===== config.mk =====
export PLATFORM = sky130hd
export DESIGN_NAME = vector_table
export DESIGN_NICKNAME = d
export VERILOG_FILES = /design/src/rtl/vector_player_checker_vector_table.sv
export SDC_FILE = /design/constraint.sdc
export NUM_CORES = 1
export LEC_CHECK = 0
export ABC_AREA = 1
export CAP_MARGIN = 0
export CORE_UTILIZATION = 53
export CTS_BUF_LIST = sky130_fd_sc_hd__clkbuf_4
export DETAILED_ROUTE_END_ITERATION = 8
export PLACE_DENSITY = 0.85
export SYNTH_ARGS = -nofsm -noshare
export SYNTH_HDL_FRONTEND = slang
export SYNTH_SLANG_ARGS = --single-unit

===== constraint.sdc =====
create_clock -name clk -period 0.9 [get_ports clk]
set_input_delay 0.27 -clock clk [delete_from_list [all_inputs] [get_ports clk]]
set_output_delay 0.27 -clock clk [all_outputs]
set_load 0.01 [all_outputs]

===== src/rtl/vector_player_checker_vector_table.sv =====
// rtl/vector_player_checker_vector_table.sv - vector storage with per-entry valid flags
module vector_table #(
  parameter int WIDTH = 4,
  parameter int DEPTH = 8,
  localparam int IDX_W = $clog2(DEPTH)
) (
  input  logic             clk,
  input  logic             reset,
  input  logic             we,
  input  logic [IDX_W-1:0] waddr,
  input  logic [WIDTH-1:0] wdata,
  input  logic [IDX_W-1:0] raddr,
  output logic [WIDTH-1:0] rdata,
  output logic             rvalid
);
  logic [WIDTH-1:0] mem [DEPTH];
  logic [DEPTH-1:0] valid;

  // Data is deliberately not reset; only the valid flags decide what a run sees.
  always_ff @(posedge clk) begin
    if (we) mem[waddr] <= wdata;
  end

  always_ff @(posedge clk) begin
    if (!reset)  valid <= '0;
    else if (we) valid[waddr] <= 1'b1;
  end

  assign rdata  = mem[raddr];
  assign rvalid = valid[raddr];
endmodule


==> flow_summary_export.csv <==
group,metric,value,unit
floorplan,core_region_area,3153,um^2
timing,final_period_minus_worst_setup_slack,1513,ps
grt,gr-total-overflow,0,
clock_tree,tritoncts,"built",
synth,syn_area_per_cell,8.675,um^2
power,ir_drop,1.083,mV
grt,grt_first_pass_wirelength,5651,um
floorplan,die_area,3658,um^2
final_layout,antennaDiodeCount,0,
synth,yosysSeqAreaShare,61.84,%
timing,setup_slack,-613.0,ps
clock_tree,cts_sinks,40,
timing,slew_violations,0,
clock_tree,cts_root_buffer,"clkbuf_4",
power,p_per_area,1471,nW/um^2
grt,pin_count_of_the_biggest_net_entering_global_routing,21,
synth,yosys_warnings,0,
synth,synth_cells,209,
synth,syn-num-nets,222,
final_layout,fin_nets,260,
timing,maxSlewHeadroom,81.44,%
placement,port_buffers,17,
placement,dpl-instance-area,2132,um^2
drt,post-route-drc-count,0,
clock_tree,cts.clk_slew.worst_paths,110,ps
clock_tree,holdBufCountCts,0,
critical_path,worst-path-max-fanout,1,
timing,setup_repair_after_global_routing_missed_its_margin,"yes",
synth,yosys_register_bits,40,
floorplan,floorplan.io_pins,18,
timing,timing.clock.skew,0,ps
clock_tree,cts.path.max_buffers,2,
grt,antenna_violations_before_repair,0,
synth,synthesis.area,1813,um^2
power,post-layout-total-power,3358,uW
final_layout,area.growth.synth_to_final,25.95,%
final_layout,finalCoreUtilization,72.42,%
drt,via_per_inst,4.691,
grt,globalRouteTotalUtil,23.03,%
floorplan,fp-row-count,20,
drt,drt-pass1-iter-count,4,
critical_path,crit_arrival,1240,ps
final_layout,regArea,1125,um^2
floorplan,start_util,57.50,%
drt,post_drt_wl_per_cell,12.38,um
clock_tree,worst_skew_pair.late_latency,350,ps
final_layout,multi_input_area,489.2,um^2
grt,grt_pass1_vias,1223,
timing,max_slew.worst_pin.slew,277.6,ps
timing,hold_violations,0,
clock_tree,tritoncts.num_buffers,5,
run_status,status,"finished, violations left",
drt,wirelength,3603,um
critical_path,start_kind,"flip-flop",
drt,dr_total_vias,1365,
run_status,failed_checks,"setup timing",
final_layout,post_route_cells_drive_above_1_share,25.51,%
run,max_cap_viol_count,0,
final_layout,finalInstanceArea,2283,um^2
placement,pre_cts_slack,-1261,ps
worst_hold_path,hold_class,"in -> reg",
synth,yosysUniqueCellTypes,11,
power,p_leak,0.001103,uW
placement,post-dp-hpwl,2335,um
drt,drtAntennaViolNets,0,
drt,dr.first_iter.drc_count,59,
timing,timing.final.crit_share,168.1,%
floorplan,die_h,60.49,um
critical_path,category_of_the_worst_setup_path_capture_point,"primary output",
floorplan,die_x,60.49,um
placement,final_estimated_routing_congestion_in_global_placement,0.7822,
clock_tree,cts.htree.levels,2,
timing,final-setup-viol-count,5,
final_layout,layout.filler_cells,256,
timing,finalHoldWorstSlack,288.1,ps
critical_path,timing.critical_path.required,630,ps
timing,timing.fmax,0.6610,GHz
critical_path,criticalPathCategory,"reg -> out",
==> per-stage QoR <==
step | instances | TNS [ps]
global placement | 277 | -34630
finish | 291 | -2864
global route | 291 | -3346
floorplan | 209 | -285.6
detailed placement | 277 | -36150
CTS | 291 | -2894
==> synthesized netlist by cell type <==
library cell  number  share of area, %
inv_1             55                11
nand2_1           74                15
buf_2              1              0.28
buf_4              2              0.83
inv_2              1              0.21
nand3_1           20               5.5
a21oi_1            7               1.9
edfxtp_1          32                53
dfxtp_1            8               8.8
buf_6              2               1.2
nor2_1             7               1.4
==> kinds of logic (layout without fill, tap and decap cells) <==
kind of cell	count (synthesis)	count (layout)	share of synthesized area (%)
AOI/OAI and AO/OA	7	7	1.932
buffers and inverters	61	99	13.94
and+or+nand+nor	101	101	22.29
DFF	40	40	61.84
==> per-layer routing <==
| metal | track usage [%] | up-vias | wire (um) |
|---|---|---|---|
| li1 | - | 712 | - |
| met1 | 28.55 | 604 | 1513 |
| met2 | 37.68 | 39 | 1806 |
| met3 | 6.397 | 10 | 198 |
| met4 | 10.71 | 0 | 85 |
| met5 | 0 | - | 0 |
==> layout make-up <==
| type | count | area share, % |
|---|---|---|
| clock buffer | 5 | 1.644 |
| timing repair buffer | 35 | 14.58 |
| tap | 44 | 2.411 |
| inverter | 56 | 10.03 |
| sequential | 40 | 49.26 |
| clock inverter | 2 | 0.3288 |
| multi-input combinational | 108 | 21.42 |
| timing repair inverter | 1 | 0.3288 |
==> repair_timing <==
| item | CTS | global route |
|---|---|---|
| endpoints found under the setup margin | 40 | 33 |
| setup buffers | 5 | 0 |
| cloned | 2 | 0 |
| pin swaps | 16 | 12 |
| gates resized for setup | 47 | 14 |
| hold endpoints to repair | 0 | 0 |
==> state kept, by name, summed over array words and instances (netlist names) <==
name   count
valid      8
mem       32
==> layout by cell type, fill, tap and decap left out, types with 3 or more instances in the layout <==
master / netlist / routed
nand2_1: 74 / 64
inv_1: 55 / 44
edfxtp_1: 32 / 32
nand3_1: 20 / 19
buf_4: 2 / 16
nand2_2: 0 / 10
inv_2: 1 / 9
a21oi_1: 7 / 7
clkdlybuf4s50_1: 0 / 6
clkbuf_4: 0 / 5
buf_6: 2 / 5
dfxtp_1: 8 / 5
nor2_1: 7 / 3
dfxtp_2: 0 / 3
==> path summary, 6_finish.rpt <==
kind,start,slack [ps],cells after the start,end
max,mem[4][1]$_DFFE_PP_,-610,7,rdata[1]
min,waddr[1],290,4,valid[0]$_SDFFE_PN0P_
max reg2reg,valid[1]$_SDFFE_PN0P_,100,4,valid[1]$_SDFFE_PN0P_
min reg2reg,valid[7]$_SDFFE_PN0P_,480,2,valid[7]$_SDFFE_PN0P_
==> where the power goes <==
part           leakage (uW)  internal [uW]  switching (uW)
clock             0.0000261            272             532
sequential         0.000357           2060            14.7
combinational      0.000720            221             263
==> critical path: stages (launching register included) <==
cell and delay, ps:
edfxtp_1 380, inv_1 80, nand2_1 60, nand3_1 70, nand2_1 60, nand2_1 80, nand2_2 60, buf_6 120
Power figures use the tool's default switching activity.
